**config.mk**
```make
export PLATFORM = sky130hd
export DESIGN_NAME = oka_gf2_mul_seq_flat
export DESIGN_NICKNAME = d
export VERILOG_FILES = /design/src/rtl/oka_gf2_mul_seq_if.sv /design/src/rtl/oka_gf2_mul_seq.sv /design/src/flat_wrapper.sv
export SDC_FILE = /design/constraint.sdc
export NUM_CORES = 1
export LEC_CHECK = 0
export CORE_ASPECT_RATIO = 2
export CORE_MARGIN = 4
export CORE_UTILIZATION = 30
export DETAILED_ROUTE_END_ITERATION = 6
export PLACE_DENSITY = 0.58
export SLEW_MARGIN = 20
export SYNTH_ARGS = -nofsm -noshare
export SYNTH_HDL_FRONTEND = slang
export SYNTH_HIERARCHICAL = 1
export SYNTH_SLANG_ARGS = --single-unit
```
**constraint.sdc**
```tcl
create_clock -name clk -period 2.6 [get_ports clk]
set_clock_uncertainty 0.1 [all_clocks]
set_input_delay 0.78 -clock clk [delete_from_list [all_inputs] [get_ports clk]]
set_output_delay 0.78 -clock clk [all_outputs]
set_load 0.02 [all_outputs]
```
**src/rtl/oka_gf2_mul_seq_if.sv**
```systemverilog
// Operand/result handshake bundle for the sequential Karatsuba GF(2) multiplier.
// The master side is the operand producer and result consumer.
interface oka_gf2_mul_seq_if #(
    parameter int W = 16
);
    logic           in_valid;
    logic           in_ready;
    logic [W-1:0]   a;
    logic [W-1:0]   b;
    logic           reduce;
    logic           out_valid;
    logic           out_ready;
    logic [2*W-2:0] y;

    modport master (
        output in_valid, a, b, reduce, out_ready,
        input  in_ready, out_valid, y
    );

    modport slave (
        input  in_valid, a, b, reduce, out_ready,
        output in_ready, out_valid, y
    );
endinterface

```
**src/rtl/oka_gf2_mul_seq.sv**
```systemverilog
// Sequential one-level Karatsuba carry-less multiplier over GF(2); one shared
// half-width multiplier is time-multiplexed over three cycles, optional field reduction.
module oka_gf2_clmul #(
    parameter int N = 8
) (
    input  logic [N-1:0]   x,
    input  logic [N-1:0]   y,
    output logic [2*N-2:0] p
);
    always_comb begin
        p = '0;
        for (int i = 0; i < N; i++) begin
            if (y[i]) p[i +: N] = p[i +: N] ^ x;
        end
    end
endmodule

module oka_gf2_mul_seq #(
    parameter int           W    = 16,
    parameter logic [W-1:0] POLY = 16'h100B
) (
    input  logic              clk,
    input  logic              rst,
    oka_gf2_mul_seq_if.slave  bus
);
    localparam int H  = W / 2;
    localparam int PW = 2 * W - 1;
    localparam int ZW = 2 * H - 1;

    typedef enum logic [2:0] {
        S_IDLE, S_MUL0, S_MUL1, S_MUL2, S_COMB, S_DONE
    } state_t;

    state_t        state_q, state_d;
    logic [W-1:0]  a_q, a_d, b_q, b_d;
    logic          reduce_q, reduce_d;
    logic [ZW-1:0] z0_q, z0_d, z1_q, z1_d, z2_q, z2_d;
    logic [PW-1:0] y_q, y_d;

    logic          accept;
    logic [H-1:0]  mul_x, mul_y;
    logic [ZW-1:0] mul_p;
    logic [ZW-1:0] z_mid;
    logic [PW-1:0] prod, prod_red;

    // State register and datapath flops.
    always_ff @(posedge clk) begin
        if (rst) begin
            state_q  <= S_IDLE;
            a_q      <= '0;
            b_q      <= '0;
            reduce_q <= 1'b0;
            z0_q     <= '0;
            z1_q     <= '0;
            z2_q     <= '0;
            y_q      <= '0;
        end else begin
            state_q  <= state_d;
            a_q      <= a_d;
            b_q      <= b_d;
            reduce_q <= reduce_d;
            z0_q     <= z0_d;
            z1_q     <= z1_d;
            z2_q     <= z2_d;
            y_q      <= y_d;
        end
    end

    // Next-state logic.
    always_comb begin
        state_d = state_q;
        case (state_q)
            S_IDLE:  if (bus.in_valid) state_d = S_MUL0;
            S_MUL0:  state_d = S_MUL1;
            S_MUL1:  state_d = S_MUL2;
            S_MUL2:  state_d = S_COMB;
            S_COMB:  state_d = S_DONE;
            S_DONE:  if (bus.out_ready) state_d = S_IDLE;
            default: state_d = S_IDLE;
        endcase
    end

    // Handshake outputs.
    always_comb begin
        bus.in_ready  = (state_q == S_IDLE);
        bus.out_valid = (state_q == S_DONE);
    end

    assign accept = (state_q == S_IDLE) && bus.in_valid;
    assign bus.y  = y_q;

    // Operands come from the latched registers only, so input churn after accept is harmless.
    always_comb begin
        mul_x = '0;
        mul_y = '0;
        case (state_q)
            S_MUL0: begin
                mul_x = a_q[H-1:0];
                mul_y = b_q[H-1:0];
            end
            S_MUL1: begin
                mul_x = a_q[H-1:0] ^ a_q[W-1:H];
                mul_y = b_q[H-1:0] ^ b_q[W-1:H];
            end
            S_MUL2: begin
                mul_x = a_q[W-1:H];
                mul_y = b_q[W-1:H];
            end
            default: ;
        endcase
    end

    oka_gf2_clmul #(.N(H)) u_clmul (
        .x (mul_x),
        .y (mul_y),
        .p (mul_p)
    );

    // Karatsuba recombination; the middle term drops z0 and z2 out of z1.
    assign z_mid = z0_q ^ z1_q ^ z2_q;
    assign prod  = PW'(z0_q) ^ (PW'(z_mid) << H) ^ (PW'(z2_q) << W);

    // Fold from the top: each set bit k >= W is replaced by POLY at k-W.
    always_comb begin
        prod_red = prod;
        for (int k = PW - 1; k >= W; k--) begin
            if (prod_red[k]) begin
                prod_red[k]         = 1'b0;
                prod_red[k-W +: W]  = prod_red[k-W +: W] ^ POLY;
            end
        end
        prod_red[PW-1:W] = '0;
    end

    always_comb begin
        a_d      = a_q;
        b_d      = b_q;
        reduce_d = reduce_q;
        z0_d     = z0_q;
        z1_d     = z1_q;
        z2_d     = z2_q;
        y_d      = y_q;
        if (accept) begin
            a_d      = bus.a;
            b_d      = bus.b;
            reduce_d = bus.reduce;
        end
        case (state_q)
            S_MUL0:  z0_d = mul_p;
            S_MUL1:  z1_d = mul_p;
            S_MUL2:  z2_d = mul_p;
            S_COMB:  y_d  = reduce_q ? prod_red : prod;
            default: ;
        endcase
    end
endmodule

```
**src/flat_wrapper.sv**
```systemverilog
// flat-port wrapper written by rule: the top's interface ports become plain ports
module oka_gf2_mul_seq_flat 
#(
    parameter int           W    = 16,
    parameter logic [W-1:0] POLY = 16'h100B
)
  (clk, rst, bus_in_valid, bus_a, bus_b, bus_reduce, bus_out_ready, bus_in_ready, bus_out_valid, bus_y);
  oka_gf2_mul_seq_if #(.W(W)) bus_i ();
  input  logic clk;
  input  logic rst;
  input wire logic [$bits(bus_i.in_valid)-1:0] bus_in_valid;
  input wire logic [$bits(bus_i.a)-1:0] bus_a;
  input wire logic [$bits(bus_i.b)-1:0] bus_b;
  input wire logic [$bits(bus_i.reduce)-1:0] bus_reduce;
  input wire logic [$bits(bus_i.out_ready)-1:0] bus_out_ready;
  output wire logic [$bits(bus_i.in_ready)-1:0] bus_in_ready;
  output wire logic [$bits(bus_i.out_valid)-1:0] bus_out_valid;
  output wire logic [$bits(bus_i.y)-1:0] bus_y;
  assign bus_i.in_valid = bus_in_valid;
  assign bus_i.a = bus_a;
  assign bus_i.b = bus_b;
  assign bus_i.reduce = bus_reduce;
  assign bus_i.out_ready = bus_out_ready;
  assign bus_in_ready = bus_i.in_ready;
  assign bus_out_valid = bus_i.out_valid;
  assign bus_y = bus_i.y;
  oka_gf2_mul_seq #(.W(W), .POLY(POLY)) u_core (.clk(clk), .rst(rst), .bus(bus_i));
endmodule
```
# Yosys cells after proc, flatten, opt, wreduce, memory -nomap -nowiden
# Index checks and enable logic that the tools add are counted.
# totals
register_bits	112
latch_bits	0
mem_bits_rw	0
mem_bits_ro	0
in_bits	37
memories	0
# classes
add_sub_neg	0
mul	0
n_div	0
magnitude_cmp	0
n_eq_ne	7
shifts	0
mux	29
bitwise_logic	28
reduce_logical	3
# ops
cell	count
$mux 13	15
$mux 8	8
$not 4->4	15
$xor 7x8->8	7
$pmux 8 s3	2
$mux 31	1
$xor 23x31->31	1
$xor 15x15->15	2
$xor 15x23->23	1
$pmux 3 s6	1
$xor 8x8->8	2
$eq 3x2->1 const B	2
$eq 3x3->1 const B	2
$mux 3	2
$ne 2x2->1 const B	2
$eq 3x1->1 const B	1
$logic_not 3->1	1
$reduce_and 2->1	1
$logic_and 1x1->1	1

# Longest topological paths before layout
# depth
word_depth	35
mapped_depth	13

# By module
# The synthesis kept the hierarchy.
# modules_own_cells
module	n_inst	cells_each	area_each_um2	seq_area_each_um2
oka_gf2_mul_seq	1	676	5577.8	2242.2
oka_gf2_clmul	1	126	755.7	0.0

# Least setup slack after synthesis
# No wires, ideal clock.
# synth_timing
path_type	register to register
from	reg u_core.state_q[1]
to	reg u_core.z2_q[7]
setup_time_ps	70
t_arrival_ps	2281
required_time_ps	2430
path_slack_ps	149
path_stages_with_launch	12
synth_period_minus_slack_ps	2451
cell_sequence	dfxtp_1 clkbuf_1 clkbuf_1 clkbuf_1 a32oi_1 nor2_1 nand2_1 xnor2_1 xnor2_1 xnor2_1 nand2_1 a21oi_1
# synth_rtl
element	line	source
start, declared	oka_gf2_mul_seq.sv:34	state_t state_q, state_d;
start signal, assigned	oka_gf2_mul_seq.sv:58	state_q <= state_d;
$eq 3x2->1 / $eq 3x1->1 (equally long branches)	oka_gf2_mul_seq.sv:96	case (state_q)
$pmux 8 s3 (*)	oka_gf2_mul_seq.sv:96	
net u_core.mul_x[0]	oka_gf2_mul_seq.sv:41	logic [H-1:0] mul_x, mul_y;
$xor 7x8->8 (*)	oka_gf2_mul_seq.sv:13	if (y[i]) p[i +: N] = p[i +: N] ^ x;
$mux 8 (*)	oka_gf2_mul_seq.sv:13	
net u_core.mul_p[7]	oka_gf2_mul_seq.sv:42	logic [ZW-1:0] mul_p;
end signal, assigned	oka_gf2_mul_seq.sv:64	z2_q <= z2_d;
end, declared	oka_gf2_mul_seq.sv:37	logic [ZW-1:0] z0_q, z0_d, z1_q, z1_d, z2_q, z2_d;
# Mark *: on every way through the listed nets, which the timed path passes. The rest lies on a longest branch.
# A chain may end at the register's enable or synchronous reset.

# Worst setup path after layout
# layout_timing
from	reg u_core.state_q[0]
to	out bus_in_ready
# layout_between
elab_chain_len	1
# layout_lines
element	line	source
$logic_not 3->1	oka_gf2_mul_seq.sv:85	bus.in_ready = (state_q == S_IDLE);
end, declared	flat_wrapper.sv:16	output wire logic [$bits(bus_i.in_ready)-1:0] bus_in_ready;
# No other way between the ends.

==> flow_summary.json <==
{
  "ys_ff_latch": 112,
  "cts_tree": "done",
  "path_cells": "buf_12 > nor3_1 > dlygate4sd2_1",
  "clk_transition_reported_paths_ns": 0.08,
  "required_ns": 1.72,
  "post-route-util": 0.373,
  "regArea_um2": 2240,
  "r2r_cells": 13,
  "cp-startpoint": "u_core/state_q[0]",
  "p_switching_w": 0.00106,
  "synth_ff_type": "dfxtp_1",
  "start_util": 0.303,
  "yosysTopAreaCell": "dfxtp_1",
  "path_class": "flop to output pin",
  "holdWs_ns": 0.355,
  "status": "finished clean",
  "cp.depth": 3,
  "grt_max_degree": 83,
  "cts_buffers": 9,
  "std_cell_rows": 75,
  "rsz0062_at_grt": "no",
  "cp_max_fo": 22,
  "power_frac_comb": 0.144,
  "grt_pass1_wl_um": 27400,
  "fin_setup_tns_ns": 0,
  "cpMaxStageDelayCell": "dlygate4sd2_1",
  "syn2layout_area_growth_pct": 23.4,
  "hp-start": "u_core/bus.y[11]",
  "post_dp_cell_area_um2": 7440,
  "multi_input_area_um2": 3860,
  "via_per_inst": 4.67,
  "final_cells": 1138,
  "yosysTopAreaCellShare": 0.354,
  "tightest_slew_ns": 0.806,
  "syn-cell-area_um2": 6330,
  "drtAntennaViolNets": 0,
  "p_sw_frac": 0.285,
  "place_inst": 1119,
  "seqPwrFrac": 0.485,
  "layout-drive-gt1-share": 0.123,
  "yosysWarningCount": 6,
  "grt.overflow.total": 0,
  "io_pins": 70,
  "slowest_delay_ns": 0.39,
  "dpl.hpwl_um": 13000,
  "core_um2": 20900,
  "hp-class": "flop to flop",
  "n_fill_cell": 2184,
  "h-tree-depth": 3,
  "antenna_found_initial": 0,
  "cp-start-kind": "flop",
  "cts_root_buf": "clkbuf_16",
  "worstPathArrival_ns": 1.58,
  "grt_pass1_vias": 5335,
  "fin_nets": 901,
  "clock_latency_ns": 0.36,
  "power_leakage_nw": 2.78,
  "ys_seq_area_frac": 0.354,
  "clockBufferDepth": 2,
  "design.die.area_um2": 23600,
  "timing.rr.start": "u_core/state_q[0]",
  "relSlewSlack": 0.461,
  "crit_path_end_kind": "output pin",
  "routed_wl_um": 16800,
  "cellInternalPower_w": 0.00267,
  "critPathTopFamily": "buffers and inverters",
  "hold_path_depth": 2,
  "max-cap-violations": 0,
  "finalSetupViolations": 0,
  "syn_inst": 802,
  "die_y_um": 213,
  "gp_congestion": 0.813,
  "io_buffers": 69,
  "synth_edf_count": 0,
  "cp_num_buf_inv": 2,
  "layout_min_cycle_time_ns": 2.46,
  "synthTopCellsByCount": "230 x nand2_1, 112 x dfxtp_1, 96 x a21oi_1, 80 x xnor2_1, 49 x nor2_1",
  "synth_most_common_cell": "nand2_1",
  "drtPass1Iterations": 7,
  "min_period_over_period": 0.947,
  "track_usage": 0.145,
  "drc": 0,
  "antenna_cells": 0,
  "avgRoutedWirePerCell_um": 14.8,
  "ys_types": 49,
  "pwr_density_cell_nw_per_um2": 478,
  "first_iter_violations": 200,
  "clock.fmax_ghz": 0.406,
  "vias": 5314,
  "synth_area_leaders": "dfxtp_1 35%, nand2_1 14%, xnor2_1 11%",
  "die_width_um": 111,
  "syn_nets": 839,
  "final_hold_viol_count": 0,
  "drv_slew": 0,
  "irDropWorstVdd_v": 0.000298,
  "finalInstanceArea_um2": 7810,
  "clockPowerShare": 0.372,
  "syn_area_per_cell_um2": 7.90,
  "cts_sinks": 112,
  "async_flop_share": 0
}
[path summary, 6_finish.rpt]
path | end | slack [ns]
worst max register to register | u_core/z2_q[10] | 0.26
worst max-delay path | bus_in_ready | 0.14
worst min-delay path | u_core/bus.y[11] | 0.35
worst min register to register | u_core/bus.y[11] | 0.35
[kinds of logic after synthesis]
family / Yosys count / synth area share
compound gates: 154 / 0.142
xor+xnor: 134 / 0.229
flops: 112 / 0.354
mux: 9 / 0.0158
simple gates: 325 / 0.214
buf+inv: 68 / 0.0456
[worst min-delay path, delay by kind of cell, from the launching register on]
family,cells,cell delay [ns]
AO/OA/AOI/OAI,1,0.05
flip-flops,1,0.31
AND/OR/NAND/NOR,1,0.05
[what timing repair did]
| item | CTS | global route |
|---|---|---|
| endpoints found under the setup margin | 2 | 27 |
| setup buffers | 0 | 3 |
| gates resized for setup | 2 | 14 |
| hold buffers | 0 | 0 |
| pin swaps | 0 | 4 |
[state kept, by name, indices dropped and copies added (netlist names)]
register and cells:
u_core/bus.y 31, u_core/state_q 3, u_core/a_q 16, u_core/z1_q 15
u_core/z0_q 15, u_core/reduce_q 1, u_core/z2_q 15, u_core/b_q 16
[cell usage in the layout (no fill, tap or decap), types with 4 or more instances in the layout]
cell,instances
a21oi_1,96
nor2_2,5
nand2_1,230
xor2_1,32
clkdlybuf4s50_1,66
mux2_2,8
a32oi_1,8
dfxtp_1,110
inv_6,4
a22oi_1,14
o21ai_0,17
xnor3_1,7
a211oi_1,7
buf_4,47
nor2_1,44
nand3b_1,4
and3_1,12
nand2b_1,11
xor2_2,4
xnor2_2,7
xnor2_1,77
clkbuf_16,9
[per-stage QoR]
stage	total power (W)	worst slack (ns)
floorplan	0.00216	0.149
global placement	0.00238	0.174
detailed placement	0.00238	0.110
CTS	0.00378	0.0495
global route	0.00391	0.0498
finish	0.00373	0.137
[routing by layer]
| metal | vias to the layer above | wire length (um) | track usage |
|---|---|---|---|
| met4 | 0 | 384 | 0.0519 |
| met3 | 23 | 456 | 0.0189 |
| met2 | 106 | 10000 | 0.308 |
| met1 | 2442 | 5950 | 0.137 |
| met5 | - | 0 | 0 |
| li1 | 2743 | - | - |
[power groups by stage]
| stage | clock (W) | sequential, W | combinational [W] |
|---|---|---|---|
| after floorplan | 0 | 0.00183 | 0.000327 |
| after global placement | 0 | 0.00185 | 0.000530 |
| after detailed placement | 0 | 0.00185 | 0.000533 |
| after CTS | 0.00144 | 0.00181 | 0.000533 |
| after global routing | 0.00150 | 0.00182 | 0.000596 |
| final | 0.00139 | 0.00181 | 0.000536 |
[area by class of cell]
cell class / count / share of cell area
clock buffer: 9 / 0.0288
clock inverter: 7 / 0.00913
inverter: 2 / 0.000961
multi-input combinational: 622 / 0.494
sequential: 112 / 0.287
tap: 269 / 0.0431
timing repair buffer: 117 / 0.137
(Power assumes the default switching activity.)
